<file path="src/rtl/mycpu_wb_load_queue.sv">
// In-order writeback queue between MEM and the register file: pairs in-order SRAM load data with queued loads.
// Optional lwl/lwr merge enabled by defining MYCPU_WB_LWLR_EN.
module mycpu_wb_load_queue #(
    parameter int unsigned DEPTH = 4,
    parameter int unsigned RF_AW = 5
) (
    input  logic             clk,
    input  logic             reset,
    input  logic             in_valid,
    output logic             in_ready,
    input  logic [5:0]       in_mode,
    input  logic [31:0]      in_alu_result,
    input  logic [31:0]      in_rt_cont,
    input  logic [RF_AW-1:0] in_dest,
    input  logic             rsp_valid,
    input  logic [31:0]      rsp_rdata,
    input  logic             flush,
    output logic             wb_valid,
    output logic             wb_we,
    output logic [RF_AW-1:0] wb_dest,
    output logic [31:0]      wb_data,
    output logic             rsp_err
);
    localparam int unsigned PW = $clog2(DEPTH);
    localparam int unsigned CW = $clog2(DEPTH + 1);
    localparam logic [CW-1:0] FULL = CW'(DEPTH);

    typedef struct packed {
        logic [5:0]       mode;
        logic [31:0]      alu;
`ifdef MYCPU_WB_LWLR_EN
        logic [31:0]      rt;
`endif
        logic [RF_AW-1:0] dest;
    } entryT;

    entryT       queue [DEPTH];
    logic [31:0] dataFifo [DEPTH];
    logic [PW-1:0] head, tail, dHead, dTail;
    logic [CW-1:0] count, loadCnt, dCount, dropCnt;

    entryT       headEntry, newEntry;
    logic        headIsLoad, accept, retire, popData;
    logic        rspDrop, rspPush, rspBad;
    logic [CW-1:0] dropAfter, dCountAfter;
    logic [1:0]  a;
    logic [31:0] d;
    logic [7:0]  byteV;
    logic [15:0] halfV;
    logic        retWe;
    logic [31:0] retData;

    assign in_ready   = count < FULL;
    assign accept     = in_valid && in_ready && !flush;
    assign headEntry  = queue[head];
    assign headIsLoad = headEntry.mode[5];
    assign retire     = (count != '0) && !flush && (!headIsLoad || dCount != '0);
    assign popData    = retire && headIsLoad;

    // Responses owed to flushed loads are swallowed before any pairing is attempted.
    assign rspDrop     = rsp_valid && (dropCnt != '0);
    assign rspPush     = rsp_valid && (dropCnt == '0) && (loadCnt > dCount);
    assign rspBad      = rsp_valid && (dropCnt == '0) && !(loadCnt > dCount);
    assign dropAfter   = dropCnt - CW'(rspDrop);
    assign dCountAfter = dCount + CW'(rspPush);

    always_comb begin
        newEntry      = '0;
        newEntry.mode = in_mode;
        newEntry.alu  = in_alu_result;
        newEntry.dest = in_dest;
`ifdef MYCPU_WB_LWLR_EN
        newEntry.rt   = in_rt_cont;
`endif
    end

`ifndef MYCPU_WB_LWLR_EN
    logic unusedRt;
    assign unusedRt = ^in_rt_cont;
`endif

    assign a     = headEntry.alu[1:0];
    assign d     = dataFifo[dHead];
    assign byteV = d[{a, 3'b000} +: 8];
    assign halfV = d[{a[1], 4'b0000} +: 16];

    // Writeback value for the head entry, meaningful only when it retires.
    always_comb begin
        retWe   = 1'b0;
        retData = '0;
        if (!headIsLoad) begin
            retWe   = headEntry.mode[4];
            retData = headEntry.alu;
        end else begin
            case (headEntry.mode[3:1])
                3'b000: begin
                    retWe   = 1'b1;
                    retData = {{24{headEntry.mode[0] & byteV[7]}}, byteV};
                end
                3'b001: begin
                    retWe   = 1'b1;
                    retData = {{16{headEntry.mode[0] & halfV[15]}}, halfV};
                end
                3'b010: begin
                    retWe   = 1'b1;
                    retData = d;
                end
`ifdef MYCPU_WB_LWLR_EN
                3'b011: begin
                    retWe = 1'b1;
                    case (a)
                        2'd0: retData = {d[7:0],  headEntry.rt[23:0]};
                        2'd1: retData = {d[15:0], headEntry.rt[15:0]};
                        2'd2: retData = {d[23:0], headEntry.rt[7:0]};
                        2'd3: retData = d;
                    endcase
                end
                3'b100: begin
                    retWe = 1'b1;
                    case (a)
                        2'd0: retData = d;
                        2'd1: retData = {headEntry.rt[31:24], d[31:8]};
                        2'd2: retData = {headEntry.rt[31:16], d[31:16]};
                        2'd3: retData = {headEntry.rt[31:8],  d[31:24]};
                    endcase
                end
`endif
                default: begin
                    retWe   = 1'b0;
                    retData = '0;
                end
            endcase
        end
    end

    always_ff @(posedge clk) begin
        if (accept)  queue[tail]     <= newEntry;
        if (rspPush) dataFifo[dTail] <= rsp_rdata;
    end

    always_ff @(posedge clk or posedge reset) begin
        if (reset) begin
            head     <= '0;
            tail     <= '0;
            dHead    <= '0;
            dTail    <= '0;
            count    <= '0;
            loadCnt  <= '0;
            dCount   <= '0;
            dropCnt  <= '0;
            wb_valid <= 1'b0;
            wb_we    <= 1'b0;
            wb_dest  <= '0;
            wb_data  <= '0;
            rsp_err  <= 1'b0;
        end else begin
            if (rspBad) rsp_err <= 1'b1;
            wb_valid <= retire;
            if (retire) begin
                wb_we   <= retWe;
                wb_dest <= headEntry.dest;
                wb_data <= retData;
            end
            if (flush) begin
                head    <= '0;
                tail    <= '0;
                dHead   <= '0;
                dTail   <= '0;
                count   <= '0;
                loadCnt <= '0;
                dCount  <= '0;
                // Every queued load without data still has a response in flight.
                dropCnt <= dropAfter + (loadCnt - dCountAfter);
            end else begin
                if (accept)  tail  <= tail + PW'(1);
                if (retire)  head  <= head + PW'(1);
                if (rspPush) dTail <= dTail + PW'(1);
                if (popData) dHead <= dHead + PW'(1);
                count   <= count + CW'(accept) - CW'(retire);
                loadCnt <= loadCnt + CW'(accept && in_mode[5]) - CW'(popData);
                dCount  <= dCountAfter - CW'(popData);
                dropCnt <= dropAfter;
            end
        end
    end
endmodule

</file>
<file path="config.mk">
export PLATFORM = sky130hd
export DESIGN_NAME = mycpu_wb_load_queue
export DESIGN_NICKNAME = d
export VERILOG_FILES = /design/src/rtl/mycpu_wb_load_queue.sv
export SDC_FILE = /design/constraint.sdc
export NUM_CORES = 1
export LEC_CHECK = 0
export BUFFER_PORTS_ARGS = -buffer_cell sky130_fd_sc_hd__clkbuf_2
export CAP_MARGIN = 30
export CORE_AREA = 2 2 149 188
export CTS_CLUSTER_DIAMETER = 200
export DETAILED_ROUTE_END_ITERATION = 10
export DIE_AREA = 0 0 151 190
export PLACE_DENSITY = 0.75
export SLEW_MARGIN = 20
export SYNTH_ARGS = -nofsm -noshare
export SYNTH_HDL_FRONTEND = slang
export SYNTH_SLANG_ARGS = --single-unit
</file>
<file path="constraint.sdc">
create_clock -name clk -period 7.13 [get_ports clk]
set_input_delay 0.3565 -clock clk [delete_from_list [all_inputs] [get_ports clk]]
set_output_delay 0.3565 -clock clk [all_outputs]
set_load 0.02 [all_outputs]
</file>
## Word level (Yosys, flattened, before mapping)

Memory sizes are Yosys's and may differ from the RTL's.
Cells that the tools add are included.

| storage, ports and cells | value |
|---|---|
| bits in writable memories | 300 |
| input bits | 112 |
| memories | 2 |
| output and inout port bits | 41 |
| word-level logic and storage cells | 80 |
| bits in registers | 60 |

| operators by class | value |
|---|---|
| bitwise operators | 2 |
| magnitude comparators | 2 |
| eq/ne operators | 2 |
| shift operators | 2 |
| multiplexer cells | 20 |
| add/sub/neg operators | 13 |
| reduce and logical (&&, ||, !) cells | 24 |

Memories:

| name | words | width | rd ports | clocked after memory_dff | wr ports | line | text |
|---|---|---|---|---|---|---|---|
| queue | 4 | 43 | 1 | 0 | 1 | 37 | `entryT queue [DEPTH];` |
| dataFifo | 4 | 32 | 1 | 0 | 1 | 38 | `logic [31:0] dataFifo [DEPTH];` |

Operators with widths:

| cell | number |
|---|---|
| 32-bit one-hot mux with 3 select lines | 1 |
| 32-bit two-way mux | 1 |
| 32-bit by 6-bit variable part select with 16-bit output | 1 |
| 32-bit by 6-bit variable part select with 8-bit output | 1 |
| 2-bit two-way mux | 8 |
| 3-bit two-way mux | 4 |
| 3-bit by 1-bit subtractor with 3-bit output | 4 |
| 1-bit logical AND | 10 |
| 3-bit by 1-bit adder with 3-bit output | 3 |
| 3-bit nonzero test | 3 |
| 2-bit by 1-bit adder with 2-bit output (second input constant) | 4 |
| 2-bit nonzero test | 4 |
| 3-bit zero test | 2 |
| 1-bit two-way mux | 6 |
| 3-bit adder | 1 |
| 3-bit by 1-bit == test with 1-bit output (second input constant) | 1 |
| 3-bit by 2-bit == test with 1-bit output (second input constant) | 1 |
| 3-bit > comparator | 1 |
| 1-bit zero test | 3 |
| 3-bit < comparator (second input constant) | 1 |
| 3-bit OR reduction | 1 |
| 3-bit subtractor | 1 |
| 1-bit bitwise AND | 2 |
| 1-bit logical OR | 1 |

## Depth between registers and ports, before layout

| logic depth | value |
|---|---|
| word-level depth | 7 |
| mapped depth | 15 |
| depth with buffers taken out | 15 |

## Worst setup path before layout

Ideal clock, no wire load.

| timing | value |
|---|---|
| kind | register to register |
| from | register loadCnt[1] |
| to | register dropCnt[2] |
| setup slack | 3,407 ps |
| buffers on the path | 0 |
| data required time | 7,007 ps |
| data arrival time | 3,601 ps |
| cell stages (with the launch flop) | 15 |
| setup time | 123 ps |
| period minus slack after synthesis | 3,723 ps |
| cells stage by stage | dfrtp_1 -> ha_1 -> nor2b_1 -> o21ai_0 -> a211oi_1 -> ha_1 -> ha_1 -> inv_1 -> fa_1 -> fa_1 -> xnor2_1 -> xnor2_1 -> xnor2_1 -> nand2_1 -> xnor2_1 |

| on the way | value |
|---|---|
| word-level cells in the longest chain between the ends | 6 |

RTL lines:

| item | line | text |
|---|---|---|
| from (decl) | 40 | `logic [CW-1:0] count, loadCnt, dCount, dropCnt;` |
| from (signal assigned) | 180 | `loadCnt <= loadCnt + CW'(accept && in_mode[5]) - CW'(popData);` |
| 3-bit > comparator | 62 | `assign rspPush = rsp_valid && (dropCnt == '0) && (loadCnt > dCount);` |
| 1-bit logical AND | 62 |  |
| 3-bit by 1-bit adder with 3-bit output | 65 | `assign dCountAfter = dCount + CW'(rspPush);` |
| 3-bit subtractor * | 173 | `dropCnt <= dropAfter + (loadCnt - dCountAfter);` |
| 3-bit adder * | 173 |  |
| 3-bit two-way mux * | 164 | `if (flush) begin` |
| to (signal assigned) | 173 |  |
| to (signal assigned) | 182 | `dropCnt <= dropAfter;` |
| to (decl) | 40 |  |

Every way passes the cells marked *; elsewhere a longest branch is shown, timed or not.
A chain may end at the register's enable or synchronous reset.

## Worst setup path in the final report

Same ends and word-level chain as after synthesis.

==> reports/metrics.cfg <==
[floorplan]
start_util = 0.5414
fp.dieW_um = 151
die_y_um = 190
top_level_ports = 153
floorplan.die_area_sq_mm = 0.02869
floorplan.core_area_sq_mm = 0.02706
rows = 68

[worst_setup_path]
critical_path.startpoint_type = flop
slowest_stage = sky130_fd_sc_hd__dfrtp_1
crit_chain = ha_1, nor2b_1, o21ai_0, a211oi_1, clkbuf_2, ha_1, ha_1, inv_1, fa_1, fa_1, xnor2_1, xnor2_1, xnor2_1, nand2_1, xnor2_1
end_kind = flop
critPathKind = flop to flop
critPathRequiredTime_ns = 7.59
worstPathMaxFanout = 6
worst_path_most_repeated_cell = sky130_fd_sc_hd__xnor2_1
worst_ep_arrival_time_ns = 4.36
max_stage_delay_ns = 0.46

[placement]
io_buffers = 120
placer_congestion_estimate = 0.8221
hpwl_um = 18850
place_worst_setup_slack_ns = 2.890
placedCellCount = 1262

[yosys]
yosys_warnings = 0
synth_top_flop_cell = sky130_fd_sc_hd__edfxtp_1
syn_area_per_cell_sq_um = 17.89
asyncSetResetFlopFracSynth = 0.1667
synth.yosys.seq_area_share = 0.7175
synth_enable_flop_cells = 300
yosys.cell_types.count = 49
ys_top_cells_by_area = sky130_fd_sc_hd__edfxtp_1 (61%), sky130_fd_sc_hd__mux4_2 (12%), sky130_fd_sc_hd__dfrtp_1 (10%), sky130_fd_sc_hd__ha_1 (2.0%), sky130_fd_sc_hd__nand2_1 (1.3%)
yosysTopAreaCell = sky130_fd_sc_hd__edfxtp_1
mappedNetlistArea_sq_mm = 0.01465
mappedNetlistNets = 958
yosysTopAreaCellShare = 0.6150
synthCells = 819
synth_register_bits = 360

[timing]
crit_path_time_final_ns = 3.894
setup_viol = 0
fin_worst_skew_ns = 0.01346
fin_worst_hold_slack_ns = 0.01582
number_of_slew_limit_violations_in_the_final_report = 0
tightestPinTransition_ns = 0.8837
rsz0062_at_grt = false
setup_ws_ns = 3.237
final.setup.tns_ns = 0
layout_worst_path_cycle_share = 0.5461
hold_viol_final = 0
maximum_clock_frequency_mhz = 256.8
slew_headroom = 0.4109

[global_route]
grt_max_degree = 61
first_pass_grt_wire_length_um = 46980
grt.overflow.total = 0
grt_use_total = 0.2191
initial_antenna_violation_count = 1
first_global_vias = 8104

[drt]
postRouteWirelength_um = 30800
vias_per_cell = 5.799
drc_errors = 0
drt_pass1_iterations = 6
drt-wirelength-per-cell_um = 22.43
route.vias.total = 7962
first_iter_violations = 693
drt.antenna.violating_nets = 0

[clock_tree]
number_of_buffers_between_clock_root_and_the_deepest_sink = 3
cts_num_sinks = 360
cts-buffers-inserted = 31
htree_num_levels = 1
clk_pin_slew_worst_paths_ns = 0.07
cts_tree = done
post-cts-setup-buffers = 0
clockRootBuffer = sky130_fd_sc_hd__clkbuf_16
clkLatencyLatePin_ns = 0.57

[flow_run]
number_of_max_capacitance_violations_reported = 0

[status]
run_status = complete, no violations

[power]
maximum_vdd_drop_v = 0.0002086
power_density_mw_per_mm2 = 343.3
total_leakage_power_nw = 6.108

[final_layout]
flow.area_growth_from_synthesis_pct = 17.26
stdcell_count = 1373
drive_gt1_frac = 0.2798
fin_nets = 1136

[worst_hold_path]
min_path_type = input port to asynchronous set/reset pin

-- layout make-up --
type | instances | area, sq um
Inverter | 33 | 123.9
Antenna cell | 1 | 2.502
Timing Repair Buffer | 187 | 1229
Multi-Input combinational cell | 384 | 3819
Tap cell | 350 | 437.9
Sequential cell | 360 | 10520
Clock buffer | 43 | 850.8
Clock inverter | 15 | 200.2
Fill cell | 1933 | 9878
-- synthesized netlist by cell type (all sizes together), types with 2 or more instances --
| library cell | n |
|---|---|
| fa | 4 |
| xnor2 | 11 |
| clkbuf | 18 |
| mux4 | 75 |
| nor2b | 13 |
| o221ai | 4 |
| a221oi | 7 |
| mux2 | 6 |
| or3b | 2 |
| nand2 | 52 |
| mux2i | 15 |
| o31ai | 4 |
| a211oi | 2 |
| nor3 | 5 |
| a31oi | 7 |
| and3 | 3 |
| ha | 23 |
| buf | 24 |
| nor2 | 43 |
| inv | 33 |
| o211ai | 22 |
| and2 | 12 |
| xor2 | 5 |
| a21oi | 33 |
| edfxtp | 300 |
| dfrtp | 60 |
| nand2b | 7 |
| o22ai | 3 |
| o21ai | 11 |
-- layer usage --
| metal | track usage | wire [um] | vias up |
|---|---|---|---|
| li1 | - | - | 3544 |
| met3 | 0.02446 | 1453 | 74 |
| met5 | 0 | 0 | - |
| met4 | 0.07656 | 1130 | 0 |
| met1 | 0.2956 | 11910 | 4090 |
| met2 | 0.3740 | 16300 | 254 |
-- registers in the layout, indices dropped and copies added, names as in the netlist, 3 cells and up --
register	count
wb_data	32
queue	172
dCount	3
count	3
wb_dest	5
dropCnt	3
dataFifo	128
loadCnt	3
-- path summary, 6_finish.rpt --
kind | cells after the start | end | from | slack [ns]
worst max-delay path | 15 | dropCnt[2] | loadCnt[1] | 3.24
worst min-delay path | 3 | rsp_err | reset | 0.02
worst max register to register | 15 | dropCnt[2] | loadCnt[1] | 3.24
min in group clk | 1 | queue[3][11] | in_alu_result[6] | 0.02
worst min register to register | 2 | wb_dest[3] | wb_dest[3] | 0.47
max in group asynchronous | 3 | dHead[1] | reset | 6.49
-- placed cells by master (no fill, tap or decap), drive strengths merged, types with 22 or more instances in the layout --
master       synthesis  final
edfxtp             300    300
clkbuf              18    164
mux4                75     75
dfrtp               60     60
nand2               52     52
dlygate4sd3          0     51
nor2                43     43
inv                 33     36
a21oi               33     33
ha                  23     23
o211ai              22     22
-- power breakdown --
part	internal (mW)	switching, mW
sequential	2.51	0.126
clock	0.986	0.734
combinational	0.643	0.902
total	4.14	1.76
-- what timing repair did --
action,4_1_cts,5_1_grt
endpoints found under the hold margin,195,0
hold buffers,51,0
gates resized for setup,0,0
-- critical path: cells and delay by family, from the launching register on --
| kind | cells | cell delay, ns |
|---|---|---|
| AO/OA/AOI/OAI | 2 | 0.51 |
| XOR/XNOR | 4 | 0.62 |
| adder cells (fa/ha/maj) | 5 | 1.62 |
| buffers and inverters | 2 | 0.37 |
| flip-flops | 1 | 0.46 |
| AND/OR/NAND/NOR | 2 | 0.20 |
-- kinds of logic after synthesis --
logic type / synth area share
xor+xnor: 0.009566
buf+inv: 0.02221
simple gates: 0.04843
mux: 0.1302
fa+ha+maj: 0.02511
compound gates: 0.04706
flops: 0.7175
-- stage by stage --
step	area, sq um	utilization	power [mW]
floorplan	14650	-	3.749
global placement	15610	0.5769	4.154
detailed placement	15610	0.5769	4.201
CTS	17170	0.6346	5.941
global route	17180	0.6349	6.163
finish	17180	0.6349	5.897
No activity file was read; power rests on OpenSTA's default activity.
